**src/rtl/video_sig_gen.sv**
```systemverilog
// Raster timing generator for a TMDS transmitter.
// It produces the pixel position, the sync strobes, the active-draw strobe and
// the frame-boundary pulse and counter. Every output is registered and
// describes the position presented in the same cycle. Each output register is
// loaded from the next-position logic, so the outputs have no extra latency.
// Handshake: none. The generator free-runs on every clock edge with rst_in=0.
module video_sig_gen #(
    parameter int  ACTIVE_H = 1280,
    parameter int  H_FP     = 110,
    parameter int  H_SYNC   = 40,
    parameter int  H_BP     = 220,
    parameter int  ACTIVE_V = 720,
    parameter int  V_FP     = 5,
    parameter int  V_SYNC   = 5,
    parameter int  V_BP     = 20,
    parameter int  FPS      = 60,
    localparam int TOTAL_H  = ACTIVE_H + H_FP + H_SYNC + H_BP,
    localparam int TOTAL_V  = ACTIVE_V + V_FP + V_SYNC + V_BP,
    localparam int HW       = $clog2(TOTAL_H),
    localparam int VW       = $clog2(TOTAL_V),
    localparam int FW       = $clog2(FPS)
) (
    input  logic          clk_in,
    input  logic          rst_in,
    output logic [HW-1:0] hcount_out,
    output logic [VW-1:0] vcount_out,
    output logic          hs_out,
    output logic          vs_out,
    output logic          ad_out,
    output logic          nf_out,
    output logic [FW-1:0] fc_out,
    output logic [3:0]    dbg_state_out   // {vertical phase, horizontal phase}
);

    typedef enum logic [1:0] {
        PH_ACTIVE = 2'd0,
        PH_FP     = 2'd1,
        PH_SYNC   = 2'd2,
        PH_BP     = 2'd3
    } phase_t;

    // Phase thresholds at full counter width, so no comparison truncates.
    localparam logic [HW-1:0] H_LAST  = HW'(TOTAL_H - 1);
    localparam logic [HW-1:0] H_FP_AT = HW'(ACTIVE_H);
    localparam logic [HW-1:0] H_SY_AT = HW'(ACTIVE_H + H_FP);
    localparam logic [HW-1:0] H_BP_AT = HW'(ACTIVE_H + H_FP + H_SYNC);
    localparam logic [VW-1:0] V_LAST  = VW'(TOTAL_V - 1);
    localparam logic [VW-1:0] V_FP_AT = VW'(ACTIVE_V);
    localparam logic [VW-1:0] V_SY_AT = VW'(ACTIVE_V + V_FP);
    localparam logic [VW-1:0] V_BP_AT = VW'(ACTIVE_V + V_FP + V_SYNC);
    localparam logic [FW-1:0] F_LAST  = FW'(FPS - 1);

    logic [HW-1:0] r_hpos;
    logic [VW-1:0] r_vpos;
    phase_t        r_hstate;
    phase_t        r_vstate;
    logic [HW-1:0] r_hcount;
    logic [VW-1:0] r_vcount;
    logic          r_hs;
    logic          r_vs;
    logic          r_ad;
    logic          r_nf;
    logic [FW-1:0] r_fc;

    logic [HW-1:0] w_hpos_nxt;
    logic [VW-1:0] w_vpos_nxt;
    logic          w_hwrap;
    phase_t        w_hstate_nxt;
    phase_t        w_vstate_nxt;
    logic          w_ad_nxt;
    logic          w_nf_nxt;

    // Next raster position: h wraps at the line end, v advances only on that wrap.
    always_comb begin
        w_hwrap    = (r_hpos == H_LAST);
        w_hpos_nxt = w_hwrap ? '0 : r_hpos + HW'(1);
        w_vpos_nxt = r_vpos;
        if (w_hwrap) begin
            w_vpos_nxt = (r_vpos == V_LAST) ? '0 : r_vpos + VW'(1);
        end
    end

    // Phase FSM next state for both axes, keyed on the position about to be shown.
    always_comb begin
        w_hstate_nxt = r_hstate;
        w_vstate_nxt = r_vstate;
        case (r_hstate)
            PH_ACTIVE: if (w_hpos_nxt == H_FP_AT) w_hstate_nxt = PH_FP;
            PH_FP:     if (w_hpos_nxt == H_SY_AT) w_hstate_nxt = PH_SYNC;
            PH_SYNC:   if (w_hpos_nxt == H_BP_AT) w_hstate_nxt = PH_BP;
            PH_BP:     if (w_hpos_nxt == '0)      w_hstate_nxt = PH_ACTIVE;
            default:   w_hstate_nxt = PH_ACTIVE;
        endcase
        // The vertical phase only moves at a line boundary so vsync spans whole lines.
        if (w_hwrap) begin
            case (r_vstate)
                PH_ACTIVE: if (w_vpos_nxt == V_FP_AT) w_vstate_nxt = PH_FP;
                PH_FP:     if (w_vpos_nxt == V_SY_AT) w_vstate_nxt = PH_SYNC;
                PH_SYNC:   if (w_vpos_nxt == V_BP_AT) w_vstate_nxt = PH_BP;
                PH_BP:     if (w_vpos_nxt == '0)      w_vstate_nxt = PH_ACTIVE;
                default:   w_vstate_nxt = PH_ACTIVE;
            endcase
        end
        w_ad_nxt = (w_hpos_nxt < H_FP_AT) && (w_vpos_nxt < V_FP_AT);
        w_nf_nxt = (w_hpos_nxt == H_FP_AT) && (w_vpos_nxt == V_FP_AT);
    end

    // State and position registers. Reset parks the position on the last pixel
    // so that the first free-running edge lands on (0,0).
    always_ff @(posedge clk_in) begin
        if (rst_in) begin
            r_hpos   <= H_LAST;
            r_vpos   <= V_LAST;
            r_hstate <= PH_BP;
            r_vstate <= PH_BP;
        end else begin
            r_hpos   <= w_hpos_nxt;
            r_vpos   <= w_vpos_nxt;
            r_hstate <= w_hstate_nxt;
            r_vstate <= w_vstate_nxt;
        end
    end

    // Output registers, loaded from next-position decode so they align with the count.
    always_ff @(posedge clk_in) begin
        if (rst_in) begin
            r_hcount <= '0;
            r_vcount <= '0;
            r_hs     <= 1'b0;
            r_vs     <= 1'b0;
            r_ad     <= 1'b0;
            r_nf     <= 1'b0;
            r_fc     <= '0;
        end else begin
            r_hcount <= w_hpos_nxt;
            r_vcount <= w_vpos_nxt;
            r_hs     <= (w_hstate_nxt == PH_SYNC);
            r_vs     <= (w_vstate_nxt == PH_SYNC);
            r_ad     <= w_ad_nxt;
            r_nf     <= w_nf_nxt;
            if (w_nf_nxt) begin
                r_fc <= (r_fc == F_LAST) ? '0 : r_fc + FW'(1);
            end
        end
    end

    assign hcount_out    = r_hcount;
    assign vcount_out    = r_vcount;
    assign hs_out        = r_hs;
    assign vs_out        = r_vs;
    assign ad_out        = r_ad;
    assign nf_out        = r_nf;
    assign fc_out        = r_fc;
    assign dbg_state_out = {r_vstate, r_hstate};

endmodule

```
**config.mk**
```make
export PLATFORM = sky130hd
export DESIGN_NAME = video_sig_gen
export DESIGN_NICKNAME = d
export VERILOG_FILES = /design/src/rtl/video_sig_gen.sv
export SDC_FILE = /design/constraint.sdc
export NUM_CORES = 1
export LEC_CHECK = 0
export ABC_CLOCK_PERIOD_IN_PS = 7700
export BUFFER_PORTS_ARGS = -buffer_cell sky130_fd_sc_hd__buf_2
export CAP_MARGIN = 20
export CORE_UTILIZATION = 45
export DETAILED_ROUTE_END_ITERATION = 6
export PLACE_DENSITY = 0.65
export SYNTH_ARGS = -nofsm -noshare
export SYNTH_HDL_FRONTEND = slang
export SYNTH_SLANG_ARGS = --single-unit
```
**constraint.sdc**
```tcl
create_clock -name clk_in -period 7.7 [get_ports clk_in]
set_clock_uncertainty 0.2 [all_clocks]
set_input_delay 1.54 -clock clk_in [delete_from_list [all_inputs] [get_ports clk_in]]
set_output_delay 1.54 -clock clk_in [all_outputs]
set_load 0.02 [all_outputs]
```
Word-level counts from Yosys, hierarchy flattened
Index checks and enable logic that the tools add are counted.

cells by class
  $add $sub $neg = 3
  muxes and demuxes = 15
  magnitude comparators = 2
  reduce and logical (&&, ||, !) cells = 6
  equal/unequal tests = 17

operators with widths
  operator                                             count
  == test 11 bit (second input constant)               4
  == test 10 bit (second input constant)               4
  2-to-1 mux 10 bit                                    2
  2-to-1 mux 2 bit                                     9
  one-hot mux 2 bit (4 select lines)                   2
  == test 2 bit (second input constant)                6
  adder 11 x 1 -> 11 bit (second input constant)       1
  zero test 11 bit                                     1
  less-than comparator 11 bit (second input constant)  1
  2-to-1 mux 11 bit                                    1
  adder 10 x 1 -> 10 bit (second input constant)       1
  zero test 10 bit                                     1
  less-than comparator 10 bit (second input constant)  1
  adder 6 x 1 -> 6 bit (second input constant)         1
  == test 6 bit (second input constant)                1
  2-to-1 mux 6 bit                                     1
  == test 2 x 1 -> 1 bit (second input constant)       2
  zero test 2 bit                                      2
  logical AND 1 bit                                    2

storage, ports and cells
  input bits = 2
  bits in registers = 56
  output and inout port bits = 35

Longest topological paths before layout
Gate-level depths: netlist of the first run.

  depth in word-level cells = 8
  gate-level depth with buffers = 11

Worst setup path after synthesis of the first run
OpenSTA, ideal clock, no wires.

  kind = register to register
  from = register r_vpos[1]
  to = register r_fc[4] (netlist: fc_out[4])
  required time = 7.430 ns
  buffers on the path = 2
  stages on the path, launching flop included = 11
  slack = 4.988 ns
  arrival = 2.442 ns
  library setup time = 0.070 ns
  path through = dfxtp_1 > ha_1 > clkbuf_1 > nand3_1 > or3_1 > a211oi_1 > o32a_2 > nand4bb_4 > buf_6 > or3_1 > a21oi_1

between the ends
  longest elaborated chain between the ends = 5
  elaborated cells between the ends (all ways) = 6
  those cells by class = 1 x add/sub; 2 x eq/ne; 2 x mux; 1 x reduce/logical

ends and longest elaborated chain
  what                                                             RTL line  text
  start, declared                                                  54        logic [VW-1:0] r_vpos;
  start signal, assigned                                           118       r_vpos <= w_vpos_nxt;
  adder 10 x 1 -> 10 bit / == test 10 bit (equally long branches)  79        w_vpos_nxt = (r_vpos == V_LAST) ? '0 : r_vpos + VW'(1);
  2-to-1 mux 10 bit                                                79
  2-to-1 mux 10 bit (*)                                            78        if (w_hwrap) begin
  == test 10 bit (*)                                               105       w_nf_nxt = (w_hpos_nxt == H_FP_AT) && (w_vpos_nxt == V_FP_AT);
  logical AND 1 bit (*)                                            105
  end signal, assigned                                             142       r_fc <= (r_fc == F_LAST) ? '0 : r_fc + FW'(1);
  end, declared                                                    63        logic [FW-1:0] r_fc;

Mark *: on every way between the ends. The rest lies on a longest branch, timed or not.
A chain may end at the register's enable or synchronous reset.

Final worst setup path of the first run
  from = register r_hpos[0]
  to = register r_fc[2] (netlist: fc_out[2])

between the ends
  longest elaborated chain between the ends = 4
  elaborated cells between the ends (all ways) = 7
  those cells by class = 1 x add/sub; 3 x eq/ne; 2 x mux; 1 x reduce/logical

ends and longest elaborated chain
  what                                                             RTL line  text
  start, declared                                                  53        logic [HW-1:0] r_hpos;
  start signal, assigned                                           117       r_hpos <= w_hpos_nxt;
  adder 11 x 1 -> 11 bit / == test 11 bit (equally long branches)  76, 75
  2-to-1 mux 11 bit / 2-to-1 mux 10 bit (equally long branches)    76, 78
  == test 11 bit / == test 10 bit (equally long branches)          105
  logical AND 1 bit (*)                                            105

Marked as above.

==> results of run 1 <==
[logic make-up after synthesis]
| family | Yosys count | synth area share, % |
|---|---|---|
| mux | 1 | 0.379 |
| flops | 48 | 36.4 |
| simple gates | 144 | 31.4 |
| xor+xnor | 9 | 2.99 |
| compound gates | 72 | 19.1 |
| fa+ha+maj | 5 | 2.37 |
| buf+inv | 36 | 7.39 |
[cell usage in the layout (no fill, tap or decap), types with 2 or more instances in the layout]
cell        n
clkbuf_8    5
or2_2       2
nand4bb_1   2
xor2_1      5
a2111oi_0   2
and3_1      7
o31a_1      4
nand4b_1    4
a211oi_1    3
nor3b_1     2
nand3b_1    4
o21ai_0    21
buf_2      36
a21oi_1    16
dfxtp_1    48
nor3_1     14
and2_1      3
o211ai_1    3
a31oi_1     3
nand2b_1    2
ha_1        5
or3_1       6
xnor2_1     4
nor2b_1     2
nand2_1    24
inv_1       8
nor2_1     27
nand4_1     7
nand3_1    17
or4_1       4
and4_1      2
o21ai_1     3
o2111ai_1   2
nor4_1      5
[final cells by class]
type	instances	share of cell area (%)
clock buffer	6	2.55
clock inverter	2	0.571
inverter	8	1.05
multi-input combinational	231	52.2
sequential	48	33.7
tap	72	3.16
timing repair buffer	37	6.72
[routing by layer]
| layer | up-vias | global-route usage, % | wire (um) | part of all wire, % |
|---|---|---|---|---|
| met5 | - | 0 | 0 | 0 |
| met4 | 0 | 7.96 | 91 | 1.4 |
| met3 | 10 | 3.84 | 275 | 4.3 |
| met2 | 62 | 33.0 | 2890 | 46 |
| met1 | 1132 | 27.7 | 3060 | 48 |
| li1 | 1185 | - | - | - |
[worst max-delay path, cell delays in order (launching register included)]
cell	delay, ns
dfxtp_1	0.45
ha_1	0.21
and4bb_2	0.30
nand3_1	0.52
o21ai_1	0.48
o211ai_1	0.26
nand4bb_4	0.36
or4_1	0.51
a21oi_1	0.15
[sequential cells by signal (all words and copies together), names as in the netlist]
name	cells
r_hpos	11
fc_out	6
hs_out	1
vs_out	1
ad_out	1
vcount_out	7
nf_out	1
r_vstate	2
hcount_out	6
r_vpos	10
r_hstate	2
[power breakdown]
group	total (uW)	internal [uW]	switching, uW
clock network	155	64.8	90.2
logic	671	240	431
registers	413	324	89.4
total	1240	629	611
[final timing paths]
path                          start                     end  cells after the start
max            r_hpos[0]$_SDFF_PP1_  fc_out[2]$_SDFFE_PP0P_                      8
max reg2reg    r_hpos[0]$_SDFF_PP1_  fc_out[2]$_SDFFE_PP0P_                      8
min reg2reg  fc_out[5]$_SDFFE_PP0P_  fc_out[5]$_SDFFE_PP0P_                      2
min          fc_out[5]$_SDFFE_PP0P_  fc_out[5]$_SDFFE_PP0P_                      2
[stage by stage]
| stage | util (%) | cell area [um2] |
|---|---|---|
| 6_report | 51.1 | 2850 |
| 5_1_grt | 51.1 | 2850 |
| 4_1_cts | 50.9 | 2840 |
| 3_5_place_dp | 49.3 | 2750 |
| 3_3_place_gp | 49.3 | 2750 |
| 2_1_floorplan | - | 2640 |
==> impl_metrics.ini, run 1 <==
[sta]
holdWs_ns = 0.309
fin_ws_ns = 4.21
worstMarginPinSlew_ns = 0.951
slew_headroom_pct = 36.1
max_freq_ghz = 0.287
tns_ns = 0
hold_viol = 0
finalCriticalPeriod_ns = 3.49
slew_violations = 0
min_period_over_period_pct = 45.3
rsz0062_at_grt = false
finalSetupViolations = 0

[detailed_routing]
antenna_left = 0
drc = 0
drt_iter0_drc = 208
dr.pass1.iters = 4
routed_via_density = 5.91
via_count = 2389
wirelength_um = 6320
post_drt_wl_per_cell_um = 15.7

[worst_setup_path]
crit_arrival_ns = 3.53
r2r_setup_slack_ns = 4.21
setup.worst_path.end_class = flip-flop
critPathKind = reg -> reg
cp.required_ns = 7.75
path_max_fanout = 20
start_kind = flip-flop

[synth]
synth_commonest_cells = 48 x dfxtp_1, 27 x nor2_1, 24 x nand2_1
async_flop_share_pct = 0
ys_warn_count = 0
yosys.area.top_type_share_pct = 36.4
ys_types = 62
synth_edf_count = 0
syn_area_per_cell_um2 = 8.38
synth_area_leader_cell = dfxtp_1
ys_seq_area_share_pct = 36.4
synth_area_leaders = dfxtp_1 36%, o21ai_0 4.0%, nor2_1 3.8%
syn_nets = 322
ys_ff_latch = 48
synth_area_um2 = 2640
synthFlopType = dfxtp_1
synth_most_common_cell = dfxtp_1
postSynthCellCount = 315

[floorplanning]
num_io_pins = 37
die_w_um = 78.6
die_h_um = 78.6
initial_core_util_pct = 47.4
die-area_um2 = 6180
rows = 27
core_area_um2 = 5570

[cells_and_area]
area_growth_pct = 7.96
multi_input_area_um2 = 1490
fillCellCount = 541
fin_nets = 338
seqCellArea_um2 = 961
insertedDiodeCount = 0
stdcell_count = 404
drive_above_1_share_pct = 17.2

[grt]
grt_overflow_total = 0
grt_pass1_wl_um = 10100
grt_pass1_vias = 2081
grt_max_degree = 29
grt_use_total_pct = 20.8
antenna_found_initial = 0

[cts]
htreeDepth = 2
cts.repair.resized = 0
postCtsSetupBuffers = 0
clockBufferDepth = 2
tritoncts = built
clock-sinks = 48
cts-root-buf = clkbuf_8
cts.hold.buffers_added = 0
clk-insertion-delay-late_ns = 0.31
cts.clk_slew.worst_paths_ns = 0.10
numCtsBuffers = 5

[power]
p_leak_uw = 0.00111
peakVddDrop_v = 0.000234
power.total_uw = 1240
power.density_nw_per_um2 = 435

[placed_design]
hpwl_um = 4340
portBuffers = 36
pre_cts_ws_ns = 4.26
place.gp.congestion = 0.899
dp_cells = 395

[min_path]
hold_class = reg -> reg

[flow_run]
max_cap_viol_count = 0

[outcome]
status = complete, no violations
No activity file was read; power rests on OpenSTA's default activity.
==> inputs of run 2 (changes only) <==
--- a/config.mk
+++ b/config.mk
@@ -5,12 +5,12 @@
 export SDC_FILE = /design/constraint.sdc
 export NUM_CORES = 1
 export LEC_CHECK = 0
-export ABC_CLOCK_PERIOD_IN_PS = 7700
+export ABC_CLOCK_PERIOD_IN_PS = 3100
 export BUFFER_PORTS_ARGS = -buffer_cell sky130_fd_sc_hd__buf_2
 export CAP_MARGIN = 20
 export CORE_UTILIZATION = 45
 export DETAILED_ROUTE_END_ITERATION = 6
-export PLACE_DENSITY = 0.65
+export PLACE_DENSITY = 0.68
 export SYNTH_ARGS = -nofsm -noshare
 export SYNTH_HDL_FRONTEND = slang
 export SYNTH_SLANG_ARGS = --single-unit
==> constraint.sdc (replaced) <==
create_clock -name clk_in -period 3.1 [get_ports clk_in]
set_clock_uncertainty 0.2 [all_clocks]
set_input_delay 0.62 -clock clk_in [delete_from_list [all_inputs] [get_ports clk_in]]
set_output_delay 0.62 -clock clk_in [all_outputs]
set_load 0.02 [all_outputs]
==> run 2 against run 1 <==
Non-clock buffer count increased by 18. Sequential cell count did not move. Clock power grew to 3.1 times the previous value. Sequential power increased by 140%. Worst hold slack lost 0.023 ns. Design area is 6.0% higher. Critical path depth rose by 1. Largest power group unchanged.
==> impl_metrics.ini, run 2 (synthesized netlist as in run 1, its figures left out) <==
[grt]
grt_pass1_vias = 2237
grt_use_total_pct = 21.7
grt_pass1_wl_um = 10600
grt_max_degree = 29
grt_overflow_total = 0
antenna_found_initial = 0

[sta]
min_period_over_period_pct = 93.6
tns_ns = 0
worstMarginPinSlew_ns = 0.622
rsz0062_at_grt = false
slew_violations = 0
holdWs_ns = 0.287
slew_headroom_pct = 58.4
hold_viol = 0
fin_ws_ns = 0.198
finalSetupViolations = 0
finalCriticalPeriod_ns = 2.90
max_freq_ghz = 0.345

[detailed_routing]
antenna_left = 0
wirelength_um = 6280
dr.pass1.iters = 5
post_drt_wl_per_cell_um = 14.9
drc = 0
drt_iter0_drc = 145
routed_via_density = 5.86
via_count = 2475

[worst_setup_path]
crit_arrival_ns = 2.95
r2r_setup_slack_ns = 0.20
cp.required_ns = 3.14
critPathKind = reg -> reg
r2r_cells = 9
path_max_fanout = 12
setup.worst_path.end_class = flip-flop
start_kind = flip-flop

[cts]
clockBufferDepth = 2
numCtsBuffers = 5
tritoncts = built
cts.clk_slew.worst_paths_ns = 0.10
htreeDepth = 2
clk-insertion-delay-late_ns = 0.31
clock-sinks = 48
cts-root-buf = clkbuf_8

[cells_and_area]
layout_commonest_cell = dfxtp_1
area_growth_pct = 14.5
largest_reg_flops = 11
largest-register = r_hpos
stdcell_count = 422
drive_above_1_share_pct = 22.6
fin_nets = 356
insertedDiodeCount = 0
final_cell_mix = 46 x dfxtp_1, 36 x buf_2, 27 x nor2_1

[placed_design]
place.gp.congestion = 0.878
portBuffers = 36
pre_cts_ws_ns = 0.0814
dp_cells = 414
hpwl_um = 4550

[floorplanning]
rows = 27
core_area_um2 = 5570
die-area_um2 = 6180
die_h_um = 78.6
initial_core_util_pct = 47.4
num_io_pins = 37
die_w_um = 78.6

[power]
power.total_uw = 3360
p_clk_share_pct = 14.2
p_leak_uw = 0.00122
internal-power_uw = 1830
p_switching_uw = 1530
power.density_nw_per_um2 = 1110
peakVddDrop_v = 0.000514
seqPwrFrac_pct = 29.5
combPwrFrac_pct = 56.3
switching_share_pct = 45.4

[outcome]
status = complete, no violations

[flow_run]
max_cap_viol_count = 0

[min_path]
min_delay_path_depth = 1
hold_class = reg -> reg
[run 2: final timing paths]
path	startpoint	to
min	r_hpos[0]$_SDFF_PP1_	r_hpos[0]$_SDFF_PP1_
min reg2reg	r_hpos[0]$_SDFF_PP1_	r_hpos[0]$_SDFF_PP1_
max reg2reg	r_hpos[1]$_SDFF_PP0_	fc_out[2]$_SDFFE_PP0P_
max	r_hpos[1]$_SDFF_PP0_	fc_out[2]$_SDFFE_PP0P_
[run 2: power groups by stage]
stage | registers, uW | logic (uW) | clock network (uW)
floorplan | 1050 | 1260 | 0
detailed placement | 999 | 1870 | 0
global placement | 997 | 1860 | 0
global route | 1030 | 2090 | 520
CTS | 985 | 1880 | 496
finish | 992 | 1890 | 476
[run 2: layout make-up]
type | count | area [um2]
Clock buffer | 6 | 82.6
Multi-Input combinational cell | 231 | 1490
Tap cell | 72 | 90.1
Fill cell | 523 | 2550
Timing Repair Buffer | 55 | 323
Inverter | 8 | 30.0
Clock inverter | 2 | 38.8
Sequential cell | 48 | 963
[run 2: repair_timing]
action	in CTS	in global routing
gates resized for setup	0	3
endpoints found under the hold margin	0	0
setup buffers	0	0
endpoints found under the setup margin	0	5
hold buffers	0	0
[run 2: worst max-delay path, cell delays in order, from the launching register on]
cell	delay [ns]
dfxtp_1	0.35
inv_1	0.07
ha_1	0.15
and4bb_2	0.30
nand3_1	0.15
a311oi_4	0.42
nand4b_1	0.17
nand4bb_4	0.36
or4_1	0.52
a21oi_1	0.15
[run 2: through the flow]
step	util (%)	cell area, um2
2_1_floorplan	-	2640
3_3_place_gp	51.9	2890
3_5_place_dp	51.9	2890
4_1_cts	54.1	3010
5_1_grt	54.2	3020
6_report	54.2	3020
[run 2: metal layers]
metal | track usage (%) | wire [um] | vias to the layer above
li1 | - | - | 1224
met1 | 30.0 | 2890 | 1170
met2 | 33.9 | 2970 | 74
met3 | 3.60 | 355 | 7
met4 | 7.04 | 67 | 0
met5 | 0 | 0 | -
